==> src/rtl/kbd_cmd_queue.sv <==
// Keyboard command queue: maps released-key scan codes to 4-bit
// commands, tracks the edit mode and buffers commands in a show-ahead FIFO.
// Ports: clk, reset (async, active-high), key_code/key_valid (scan code in),
//   cmd_rd (pop), clr_ovf (clear overflow), cmd/cmd_valid (queue head),
//   count (entries queued), mode (edit mode), ovf (sticky drop flag).
module kbd_cmd_queue #(
  parameter int DEPTH = 4,
  parameter int AW    = 2
) (
  input  logic          clk,
  input  logic          reset,
  input  logic [7:0]    key_code,
  input  logic          key_valid,
  input  logic          cmd_rd,
  input  logic          clr_ovf,
  output logic [3:0]    cmd,
  output logic          cmd_valid,
  output logic [AW:0]   count,
  output logic [1:0]    mode,
  output logic          ovf
);

  typedef enum logic [1:0] {
    IDLE       = 2'd0,
    EDIT_FECHA = 2'd1,
    EDIT_HORA  = 2'd2,
    EDIT_TIMER = 2'd3
  } mode_t;

  localparam logic [AW:0] FULL_CNT = (AW+1)'(DEPTH);

  mode_t         state;
  logic [3:0]    mem [DEPTH];
  logic [AW-1:0] rd_ptr;
  logic [AW-1:0] wr_ptr;

  logic [3:0] code;
  mode_t      sel_mode;
  logic       is_sel;
  logic       is_arrow;
  logic       is_esc;

  always_comb begin
    code     = 4'h0;
    sel_mode = IDLE;
    is_sel   = 1'b0;
    is_arrow = 1'b0;
    is_esc   = 1'b0;
    case (key_code)
      8'h2B: begin code = 4'h1; is_sel = 1'b1; sel_mode = EDIT_FECHA; end
      8'h33: begin code = 4'h2; is_sel = 1'b1; sel_mode = EDIT_HORA; end
      8'h2C: begin code = 4'h3; is_sel = 1'b1; sel_mode = EDIT_TIMER; end
      8'h75: begin code = 4'h4; is_arrow = 1'b1; end
      8'h74: begin code = 4'h5; is_arrow = 1'b1; end
      8'h6B: begin code = 4'h6; is_arrow = 1'b1; end
      8'h72: begin code = 4'h7; is_arrow = 1'b1; end
      8'h76: begin code = 4'h8; is_esc = 1'b1; end
      default: ;
    endcase
  end

  logic empty, full, esc, push, pop, wr_ok, drop;

  assign empty = (count == '0);
  assign full  = (count == FULL_CNT);
  assign esc   = key_valid && is_esc;
  // Mode keys only count in IDLE, arrows only while editing.
  assign push  = key_valid &&
                 ((is_sel && state == IDLE) ||
                  (is_arrow && state != IDLE));
  assign pop   = cmd_rd && !empty;
  // A pop in the same cycle frees the slot a full queue needs.
  assign wr_ok = push && (!full || pop);
  assign drop  = push && full && !pop;

  assign cmd       = empty ? 4'h0 : mem[rd_ptr];
  assign cmd_valid = !empty;
  assign mode      = state;

  always_ff @(posedge clk or posedge reset) begin
    if (reset) begin
      for (int i = 0; i < DEPTH; i++) mem[i] <= 4'h0;
      rd_ptr <= '0;
      wr_ptr <= '0;
      count  <= '0;
      state  <= IDLE;
      ovf    <= 1'b0;
    end else begin
      if (esc) begin
        // Flush: ESC becomes the only entry, any pop is discarded.
        mem[0] <= 4'h8;
        rd_ptr <= '0;
        wr_ptr <= AW'(1);
        count  <= (AW+1)'(1);
        state  <= IDLE;
      end else begin
        if (wr_ok) begin
          mem[wr_ptr] <= code;
          wr_ptr      <= wr_ptr + 1'b1;
        end
        if (pop) rd_ptr <= rd_ptr + 1'b1;
        if (wr_ok && !pop)
          count <= count + 1'b1;
        else if (!wr_ok && pop)
          count <= count - 1'b1;
        // Mode still moves even if the command itself was dropped.
        if (push && state == IDLE) state <= sel_mode;
      end
      if (drop)
        ovf <= 1'b1;
      else if (clr_ovf)
        ovf <= 1'b0;
    end
  end

endmodule
==> config.mk <==
export PLATFORM = sky130hd
export DESIGN_NAME = kbd_cmd_queue
export DESIGN_NICKNAME = d
export VERILOG_FILES = /design/src/rtl/kbd_cmd_queue.sv
export SDC_FILE = /design/constraint.sdc
export NUM_CORES = 1
export LEC_CHECK = 0
export CORE_ASPECT_RATIO = 1.25
export CORE_UTILIZATION = 55
export DETAILED_ROUTE_END_ITERATION = 10
export GPL_TIMING_DRIVEN = 0
export PLACE_DENSITY = 0.81
export SETUP_SLACK_MARGIN = 0.5
export SYNTH_ARGS = -nofsm -noshare
export SYNTH_HDL_FRONTEND = slang
export SYNTH_SLANG_ARGS = --single-unit
==> constraint.sdc <==
create_clock -name clk -period 5.35 [get_ports clk]
set_clock_uncertainty 0.1 [all_clocks]
set_input_delay 1.07 -clock clk [delete_from_list [all_inputs] [get_ports clk]]
set_output_delay 1.07 -clock clk [all_outputs]
set_load 0.05 [all_outputs]
---- After elaboration in Yosys (flattened, before gate mapping) ----
Cells that the tools add are included.
storage, ports and cells
  register bits after elaboration ......... 26
  bits in latches ......................... 0
  memory bits (writable) .................. 0
  bits in read-only memories .............. 0
  input bits .............................. 13
  output and inout bits ................... 11
  logic and storage cells ................. 82
  memories ................................ 0
cells by class
  add/sub/neg operators ................... 4
  multipliers ............................. 0
  div/mod/pow operators ................... 0
  $lt $le $gt $ge ......................... 3
  equal/unequal tests ..................... 9
  shift-type cells ........................ 0
  muxes and demuxes ....................... 25
  bitwise logic cells ..................... 3
  reduce and logical (&&, ||, !) cells .... 29
operators by type and width
  kind                                                         number
  equality test 8 x 7 -> 1 bit (second input constant)         5
  case mux 4 bit (8 select lines)                              1
  equality test 8 x 6 -> 1 bit (second input constant)         3
  two-way mux 4 bit                                            5
  bitwise mux 16 bit                                           1
  two-way mux 16 bit                                           1
  logical AND 1 bit                                            12
  two-way mux 2 bit                                            6
  nonzero test 2 bit                                           5
  two-way mux 3 bit                                            3
  binary-select mux 4 bit (select 2 bit)                       1
  demux 4 bit (select 2 bit)                                   1
  >= comparator 3 bit (second input constant)                  2
  inverter 2 -> 3 bit                                          2
  case mux 2 bit (3 select lines)                              1
  two-way mux 1 bit                                            5
  adder 2 x 1 -> 2 bit (second input constant)                 2
  zero test 1 bit                                              4
  OR reduction 4 bit                                           1
  adder 3 x 1 -> 3 bit (second input constant)                 1
  equality test 3 bit (second input constant)                  1
  zero test 3 bit                                              1
  less-than comparator 3 x 1 -> 1 bit (second input constant)  1
  nonzero test 3 bit                                           1
  other kinds (6)                                              7

---- Depth between registers and ports, before layout ----
Gate-level depths: netlist of run 1.
  word-level depth ........................ 12
  gate-level depth with buffers ........... 12

---- Least setup slack after synthesis of run 1 ----
Ideal clock, no wire load.
  kind .................................... input to register
  start ................................... in key_code[7]
  end ..................................... reg count[1]
  setup time .............................. 0.123 ns
  arrival ................................. 3.133 ns
  data required time ...................... 5.127 ns
  setup slack ............................. 1.994 ns
  stages on the path ...................... 10
  buffers on the path ..................... 1
  cell sequence ........................... nand3b_1 > or3_4 > a211o_4 > nand2_1 > buf_6 > nand2_1 > fa_1 > o211ai_1 > mux2i_1 > o221a_2
on the way
  word-level cells in the longest chain between the ends .. 10
  elaborated cells on any way between the ends .. 25
RTL lines
  what                                                                                 line      RTL
  start, declared                                                                      12        input logic [7:0] key_code,
  equality test 8 x 7 -> 1 bit / equality test 8 x 6 -> 1 bit (equally long branches)  49        case (key_code)
  OR reduction 4 bit (no line) / OR reduction 3 bit (equally long branches)            --
  two-way mux 1 bit                                                                    49
  logical AND 1 bit, on equally long branches                                          70, 69
  logical OR 1 bit                                                                     69        ((is_sel && state == IDLE) ||
  logical AND 1 bit                                                                    68        assign push = key_valid &&
  logical AND 1 bit                                                                    73        assign wr_ok = push && (!full || pop);
  logical AND 1 bit / zero test 1 bit (equally long branches)                          102, 104
  two-way mux 3 bit / logical AND 1 bit (equally long branches)                        102, 104
  two-way mux 3 bit / nonzero test 3 bit (equally long branches)                       --
  end signal, assigned                                                                 94        count <= (AW+1)'(1);
  end signal, assigned                                                                 103       count <= count + 1'b1;
  end signal, assigned                                                                 105       count <= count - 1'b1;
  end, declared                                                                        18        output logic [AW:0] count,
Parallel ways exist; a longest one is shown, timed or not.
A chain may end at the register's enable or synchronous reset.

---- Worst setup path in the final report of run 1 ----
  start ................................... in key_valid
  end ..................................... reg count[1]
on the way
  word-level cells in the longest chain between the ends .. 5
  elaborated cells on any way between the ends .. 9
RTL lines
  what                                                            line      RTL
  start, declared                                                 13        input logic key_valid,
  logical AND 1 bit                                               68
  logical AND 1 bit                                               73
  logical AND 1 bit / zero test 1 bit (equally long branches)     102, 104
  two-way mux 3 bit / logical AND 1 bit (equally long branches)   102, 104
  two-way mux 3 bit / nonzero test 3 bit (equally long branches)  --
Parallel ways exist; a longest one is shown, timed or not.

==> metrics.yaml, run 1 <==
status:
  outcome: "complete, no violations"
timing:
  hold_viol: 0
  hold_ws_ps: 422
  fmax_mhz: 265
  tightest_slew_ps: 987
  finalCriticalPeriod_ps: 3770
  rsz0062_at_grt: "no"
  relSlewSlack_pct: 34.1
  slew_viol_final: 0
  setup_viol: 0
  finalSetupTns_ps: 0
  post-route-period-util_pct: 70.4
detailed_routing:
  drt-initial-drc-count: 60
  vias: 1371
  drtAntennaViolNets: 0
  drtPass1Iterations: 4
  wl_per_cell_um: 16.9
  drc_errors: 0
  wl_mm: 3.81
  viasPerCell: 6.09
global_routing:
  antenna_found_initial: 0
  overflow: 0
  grt_pass1_wl_mm: 6.51
  grt_max_degree: 27
  first_global_vias: 1429
  grt_usage_pct: 26.7
setup_path:
  timing.critical_path.mode_cell: "nand2_1"
  endpoint_kind: "flop"
  cp_max_fo: 10
  r2r_end: "count[1]"
  required_ps: 5530
  critical_path_depth: 11
  cp-start-kind: "input pin"
  worstSetupEndpoint: "count[1]"
  slowest_delay_ps: 540
  timing.rr.start: "count[0]"
  r2r_cells: 9
  cp.arrival_ps: 3950
  worstPathCellList: "clkdlybuf4s50_1, nand3b_1, or3_4, a211o_4, nand2_1, buf_6, nand2_1, fa_1, o211ai_1, mux2i_1, o221a_2"
  critPathKind: "in2reg"
  crit_start: "key_valid"
  worst-path-buf-inv: 2
  slowest_stage: "clkdlybuf4s50_1"
  crit_family: "simple AND/OR/NAND/NOR gates"
  rrSetupSlack_ps: 2530
cells_and_area:
  layout_common_cells: "26 x dfrtp_1, 22 x clkdlybuf4s50_1, 13 x nor2_1"
  n_antenna_cell: 0
  syn_to_final_growth_pct: 18.0
  fillCellCount: 212
  fin_nets: 210
  final_common_cell: "dfrtp_1"
  final_cells: 225
  drive_gt1_share_pct: 13.6
pwr:
  p_leak_nw: 0.867
  p_total_mw: 0.658
  power_density_mw_per_mm2: 336
  peakVddDrop_mv: 0.255
die:
  die_x_um: 51.1
  coreArea_mm2: 0.00276
  die_area_mm2: 0.00324
  top_level_ports: 24
  rows: 21
  die-height_um: 63.4
  start_util_pct: 60.1
logic_synthesis:
  ys_ff_latch: 26
  yosysTopAreaCellShare_pct: 39.2
  yosys_warnings: 0
  yosysUniqueCellTypes: 47
  yosysTopAreaCell: "dfrtp_1"
  synth_area_mm2: 0.00166
  syn-instance-count: 165
  yosys-top-cells-area: "dfrtp_1 39%, mux2_2 6.1%, mux4_2 5.4%"
  synth_nets: 183
  ys_seq_area_share_pct: 39.2
  syn_avg_cell_area_um2: 10.1
clock_tree:
  cts_root_buffer: "clkbuf_4"
  worstSkewPairLatency_ps: 320
  tritoncts: "built"
  htree_num_levels: 1
  ctsResizeCount: 0
  clock_sinks: 26
  cts_buffer_depth: 2
  cts.clk_slew.worst_paths_ps: 140
  cts_inserted_buffers: 3
  hold_buffers: 0
  postCtsSetupBuffers: 0
flow_run:
  cap_viol_max_count: 0
placement:
  gp_congestion: 0.823
  hpwl_mm: 2.87
  io_buffers: 22
  numPlacedInstances: 221
min_path:
  hp-class: "reg2reg"
## Yosys cell counts (all sizes together)
master and number:
a2111oi 1, a211o 3, a21o 1, a21oi 8, a22oi 1, a31o 1, a31oi 1, a32oi 1
a41o 1, and2 1, and2b 1, and3 5, and4 1, buf 2, clkbuf 5, dfrtp 26
fa 1, ha 4, inv 10, mux2 9, mux2i 5, mux4 4, nand2 9, nand2b 4
nand3 4, nand3b 2, nand4 4, nor2 13, nor2b 10, nor3 4, nor3b 2, o2111ai 1
o211ai 2, o21a 1, o21ai 5, o21bai 1, o221a 1, o221ai 1, o22ai 2, o32ai 1
or2b 1, or3 1, or3b 1, xnor2 1, xor2 2
## how the worst min path moves through the flow
stage	from	to	slack (ps)	cells past startpoint
2_1_floorplan	mem[7]	mem[7]	360	1
3_3_place_gp	mem[7]	mem[7]	370	1
3_5_place_dp	mem[4]	mem[4]	390	1
4_1_cts	mem[4]	mem[4]	420	1
5_1_grt	mem[0]	mem[0]	440	1
6_report	mem[5]	mem[5]	420	1
## worst reg2reg max path, cell delays in order (launching register included)
cell,delay [ps]
dfrtp_1,440
clkbuf_1,190
nor3_1,570
inv_1,230
o21ai_0,140
nand2_1,90
fa_1,530
o211ai_1,100
mux2i_1,180
o221a_2,210
## cell type report
cell class	instances	area [um2]	area share, %
inverter	10	37.5	1.92
sequential	26	651	33.2
multi-input combinational	122	936	47.8
clock buffer	4	36.3	1.85
timing repair buffer	22	220	11.2
buffer	7	35.0	1.79
tap	34	42.5	2.17
## through the flow
stage / utilization, % / area, um2 / setup slack [ps]
final: 71.0 / 1960 / 1580
after global routing: 71.0 / 1960 / 1490
after CTS: 71.0 / 1960 / 1640
after detailed placement: 69.7 / 1920 / 1290
after global placement: 69.7 / 1920 / 1410
after floorplan: - / 1660 / 1990
## cells by family (layout without fill, tap and decap cells)
group / Yosys count / after routing / synth area share, %
AO/OA/AOI/OAI: 33 / 33 / 15.1
adder cells (fa/ha/maj): 5 / 5 / 4.22
flip-flops: 26 / 26 / 39.2
multiplexers: 18 / 18 / 14.6
buffers and inverters: 17 / 43 / 4.37
XOR/XNOR: 3 / 3 / 1.58
AND/OR/NAND/NOR: 63 / 63 / 21.0
## per-layer routing
layer / share of wire (%) / global-route usage, % / up-vias
li1: - / - / 646
met1: 44 / 34.4 / 682
met2: 51 / 45.1 / 35
met3: 3.6 / 3.86 / 8
met4: 1.8 / 8.68 / 0
met5: 0 / 0 / -
## power breakdown
group / switching (mW) / total [mW] / internal [mW]
clock network: 0.0589 / 0.101 / 0.0417
registers: 0.0360 / 0.257 / 0.221
logic: 0.184 / 0.300 / 0.116
## flip-flops by register name, summed over array words and instances, names as in the netlist
signal,count
mem,16
rd_ptr,2
ovf,1
count,3
wr_ptr,2
mode,2
No activity file was read; power rests on OpenSTA's default activity.
==> run 2: changes to the inputs <==
- CORE_UTILIZATION: 55 -> 54
- PLACE_DENSITY: 0.81 -> 0.79
- clock period: 5.35 -> 3.6 ns (I/O delays scaled with it)
==> run 2 against run 1 <==
Net effect:
- cell count increased by 3.6%
- first-iteration DRC count decreased by 38%
- non-clock buffer count increased by 6
- core utilization increased by 0.25 points
- worst hold slack improved by 3.5 ps
- wire length increased by 10%
- sequential share of layout area decreased by 1.9 points
- largest cell class unchanged
- highest routed layer unchanged
==> metrics.yaml, run 2 (synthesis gave the netlist of run 1 again) <==
timing:
  slew_viol_final: 0
  hold_viol: 0
  setup_viol: 0
  post-route-period-util_pct: 83.6
  finalSetupTns_ps: 0
  relSlewSlack_pct: 35.6
  rsz0062_at_grt: "no"
  tightest_slew_ps: 965
  layout_setup_ws_ps: 591
  finalCriticalPeriod_ps: 3010
  fmax_mhz: 332
cells_and_area:
  n_antenna_cell: 0
  drive_gt1_share_pct: 20.8
  fin_nets: 216
  reg.largest.list: "mem: 16 flops, count: 3 flops"
  largest_register_ffs: 16
  syn_to_final_growth_pct: 25.3
  layout_common_cells: "26 x dfrtp_1, 12 x nor2_1, 10 x inv_1"
  final_cells: 233
  regMostFlops: "mem"
  final_common_cell: "dfrtp_1"
  final_util_pct: 71.2
setup_path:
  endpoint_kind: "flop"
  r2r_end: "count[2]"
  rrSetupSlack_ps: 950
  worstSetupEndpoint: "count[2]"
  slowest_delay_ps: 430
  cp_max_fo: 4
  timing.rr.start: "count[0]"
  critPathKind: "in2reg"
  slowest_stage: "fa_1"
  cp.arrival_ps: 3190
  required_ps: 3780
  r2r_cells: 10
  worstPathCellList: "dlygate4sd2_1, nand3b_1, or3_4, a211o_4, nand2_4, buf_6, nand2_2, fa_1, nor3b_1, nand3_1, a21o_1, a21oi_1"
  crit_start: "key_valid"
  cp-start-kind: "input pin"
clock_tree:
  cts.clk_slew.worst_paths_ps: 150
  tritoncts: "built"
  cts_buffer_depth: 2
  htree_num_levels: 1
  cts_root_buffer: "clkbuf_4"
  clock_sinks: 26
  cts_inserted_buffers: 3
  worstSkewPairLatency_ps: 340
  hold_buffers: 0
die:
  coreArea_mm2: 0.00292
  rows: 22
  die_x_um: 51.6
  die_area_mm2: 0.00330
  die-height_um: 64.0
  top_level_ports: 24
  start_util_pct: 56.9
global_routing:
  grt_usage_pct: 27.1
  first_global_vias: 1474
  grt_pass1_wl_mm: 6.57
  overflow: 0
  grt_max_degree: 27
  antenna_found_initial: 0
pwr:
  p_clk_share_pct: 19.9
  p_int_mw: 0.614
  seq_power_share_pct: 36.6
  comb_power_share_pct: 43.5
  swShare_pct: 41.3
  p_sw_mw: 0.433
  peakVddDrop_mv: 0.441
  p_total_mw: 1.05
  p_leak_nw: 1.01
  power_density_mw_per_mm2: 504
detailed_routing:
  wl_per_cell_um: 18.0
  drtAntennaViolNets: 0
  drt-initial-drc-count: 37
  viasPerCell: 6.21
  drtPass1Iterations: 4
  vias: 1448
  drc_errors: 0
  wl_mm: 4.19
placement:
  numPlacedInstances: 223
  dpl_worst_slack_ps: -57.3
  io_buffers: 22
  gp_congestion: 0.863
  hpwl_mm: 2.89
min_path:
  hp-class: "reg2reg"
  hold_depth: 2
flow_run:
  cap_viol_max_count: 0
status:
  outcome: "complete, no violations"
-- run 2: cell types whose count changed in the layout (fill, tap and decap cells not counted), sizes merged --
cell,before,now
bufinv,0,1
clkdlybuf4s50,22,9
clkbuf,9,8
dlygate4sd2,0,6
buf,2,8
dlymetal6s2s,0,7
-- run 2: worst max-delay path: cells and delay by family --
kind            cells  cell delay [ps]
buf+inv             2              380
fa+ha+maj           1              430
compound gates      3              640
simple gates        6             1020
-- run 2: final cells by class --
type / count / area (um2)
clock buffers: 3 / 22.5
inverters: 10 / 37.5
flip-flops and latches: 26 / 651
well taps: 36 / 45.0
fillers: 226 / 840
clock inverters: 1 / 30.0
multi-input cells: 122 / 981
plain buffers: 7 / 36.3
repair buffers: 28 / 275
-- run 2: how the worst min path moves through the flow --
stage	from	end	slack, ps
after CTS	mem[8]	mem[8]	430
after detailed placement	mem[7]	mem[7]	390
after floorplan	mem[7]	mem[7]	360
after global routing	mem[9]	mem[9]	450
final	mem[15]	mem[15]	430
after global placement	mem[7]	mem[7]	380
-- run 2: power by group through the flow --
stage | logic [mW] | clock network (mW) | registers [mW]
floorplan | 0.257 | 0 | 0.440
global placement | 0.429 | 0 | 0.383
detailed placement | 0.442 | 0 | 0.386
CTS | 0.446 | 0.209 | 0.381
global route | 0.496 | 0.218 | 0.389
finish | 0.456 | 0.208 | 0.383
-- run 2: routing by layer --
metal / track usage (%) / vias to the layer above / wire (um)
li1: - / 664 / -
met1: 31.4 / 728 / 1630
met2: 46.9 / 45 / 2270
met3: 5.00 / 11 / 176
met4: 12.8 / 0 / 116
met5: 0 / - / 0
-- run 2: metrics by stage --
stage | area (um2) | hold slack, ps
floorplan | 1660 | 359
global placement | 1920 | 375
detailed placement | 1920 | 393
CTS | 1990 | 428
global route | 2080 | 446
finish | 2080 | 426
-- run 2: timing repair --
| item | 4_1_cts | 5_1_grt |
|---|---|---|
| pin swaps | 1 | 4 |
| gates resized for setup | 9 | 17 |
| gates cloned | 0 | 0 |
| setup endpoints to repair | 7 | 6 |
| buffers inserted | 1 | 5 |
==> run 3: changes to the inputs <==
- clock period: 3.6 -> 2.8 ns (I/O delays scaled with it)
==> run 3 against run 2 <==
Net effect:
- via count up 2.8%
- clock-buffer cell count up 1
- sequential share of layout area decreased by 0.77 points
- core utilization is 1.9 points higher
- critical endpoint is now count[1]
- highest routed layer unchanged
- first-iteration DRC count up 41%
- global-route usage up 0.14 points
- largest power group unchanged
==> metrics.yaml, run 3 (synthesis gave the netlist of run 1 again) <==
global_routing:
  grt_pass1_wl_mm: 6.71
  grt_usage_pct: 27.2
  first_global_vias: 1417
  antenna_found_initial: 0
  overflow: 0
  grt_max_degree: 27
cells_and_area:
  ff_latch_area_um2: 652
  regMostFlops: "mem"
  multiInputGateArea_mm2: 0.00104
  fin_nets: 223
  fillCellCount: 203
  final_common_cell: "dfrtp_1"
  n_antenna_cell: 0
  largest_register_ffs: 16
  drive_gt1_share_pct: 37.7
  layout_common_cells: "25 x dfrtp_1, 13 x buf_4, 11 x nor2_1"
  reg.largest.list: "mem: 16 flops, count: 3 flops"
  syn_to_final_growth_pct: 28.7
  final_cells: 240
placement:
  gp_congestion: 0.855
  hpwl_mm: 2.91
  io_buffers: 22
  numPlacedInstances: 223
  dpl_worst_slack_ps: -573
clock_tree:
  cts_root_buffer: "clkbuf_4"
  tritoncts: "built"
  clock_sinks: 26
  htree_num_levels: 1
  hold_buffers: 0
  cts_buffer_depth: 2
  cts.clk_slew.worst_paths_ps: 140
  worstSkewPairLatency_ps: 320
  cts_inserted_buffers: 3
setup_path:
  crit_family: "simple AND/OR/NAND/NOR gates"
  cp-start-kind: "input pin"
  critPathKind: "in2reg"
  required_ps: 2980
  cp_max_fo: 3
  worst-path-buf-inv: 2
  slowest_delay_ps: 550
  worstPathCellList: "buf_6, nand3b_1, or3_4, a211o_4, nand2_4, buf_6, nand2_4, fa_2, o211ai_1, mux2i_1, o221a_2"
  slowest_stage: "fa_2"
  endpoint_kind: "flop"
  cp.arrival_ps: 2640
pwr:
  p_clk_share_pct: 13.7
  p_int_mw: 0.785
  p_leak_nw: 1.01
  peakVddDrop_mv: 0.454
  seq_power_share_pct: 35.7
  p_sw_mw: 0.605
  power_density_mw_per_mm2: 651
  comb_power_share_pct: 50.6
  p_total_mw: 1.39
  swShare_pct: 43.5
detailed_routing:
  drc_errors: 0
  viasPerCell: 6.20
  drtPass1Iterations: 4
  wl_mm: 4.28
  wl_per_cell_um: 17.8
  drtAntennaViolNets: 0
  vias: 1489
  drt-initial-drc-count: 52
die:
  start_util_pct: 56.9
  die-height_um: 64.0
  die_area_mm2: 0.00330
  top_level_ports: 24
  rows: 22
  die_x_um: 51.6
  coreArea_mm2: 0.00292
min_path:
  hp-class: "reg2reg"
status:
  outcome: "complete, no violations"
timing:
  slew_viol_final: 0
  post-route-period-util_pct: 88.1
  layout_setup_ws_ps: 334
  setup_viol: 0
  hold_ws_ps: 413
  fmax_mhz: 405
  finalCriticalPeriod_ps: 2470
  hold_viol: 0
  finalSetupTns_ps: 0
  relSlewSlack_pct: 36.3
  tightest_slew_ps: 954
  rsz0062_at_grt: "yes"
flow_run:
  cap_viol_max_count: 0
[run 3: what timing repair did]
action | in CTS | in global routing
setup buffers | 10 | 3
gates resized for setup | 64 | 31
setup endpoints to repair | 26 | 19
pin swaps | 8 | 5
[run 3: routing by layer]
metal	global-route usage [%]	share of wire, %	up-vias
met5	0	0	-
met4	5.41	1.7	0
met3	3.10	4.4	13
met2	49.8	54	60
met1	33.8	39	739
li1	-	-	677
[run 3: stage by stage]
stage               cell area [um2]  util (%)
finish                         2130      73.2
floorplan                      1690         -
detailed placement             1960      67.1
CTS                            2090      71.6
global placement               1960      67.1
global route                   2130      73.2
[run 3: worst paths after layout]
check,startpoint,end,cells after the start,slack (ps)
max in group asynchronous,reset,rd_ptr[1],2,1320
worst max-delay path,key_code[7],count[1],11,330
worst min-delay path,mem[7],mem[7],1,410
min in group asynchronous,reset,rd_ptr[0],2,640
worst min register to register,mem[7],mem[7],1,410
worst max register to register,mode[0],count[1],9,380
[run 3: worst register-to-register path, cell delays in order, from the launching register on]
cell,delay [ps]
dfrtp_1,420
or3_4,400
a211o_4,290
nand2_4,70
buf_6,100
nand2_4,40
fa_2,550
o211ai_1,80
mux2i_1,140
o221a_2,190
[run 3: power by group through the flow]
| stage | Combinational (mW) | Clock [mW] | Sequential, mW |
|---|---|---|---|
| after detailed placement | 0.597 | 0 | 0.499 |
| after floorplan | 0.353 | 0 | 0.569 |
| after global placement | 0.572 | 0 | 0.495 |
| after CTS | 0.657 | 0.192 | 0.489 |
| final | 0.703 | 0.191 | 0.496 |
| after global routing | 0.750 | 0.210 | 0.504 |
[run 3: area by class of cell]
cell class | instances | share of cell area [%]
multi-input cells | 122 | 48.5
flip-flops and latches | 26 | 30.5
repair buffers | 35 | 13.0
plain buffers | 7 | 2.34
well taps | 36 | 2.11
inverters | 10 | 1.76
clock buffers | 4 | 1.70
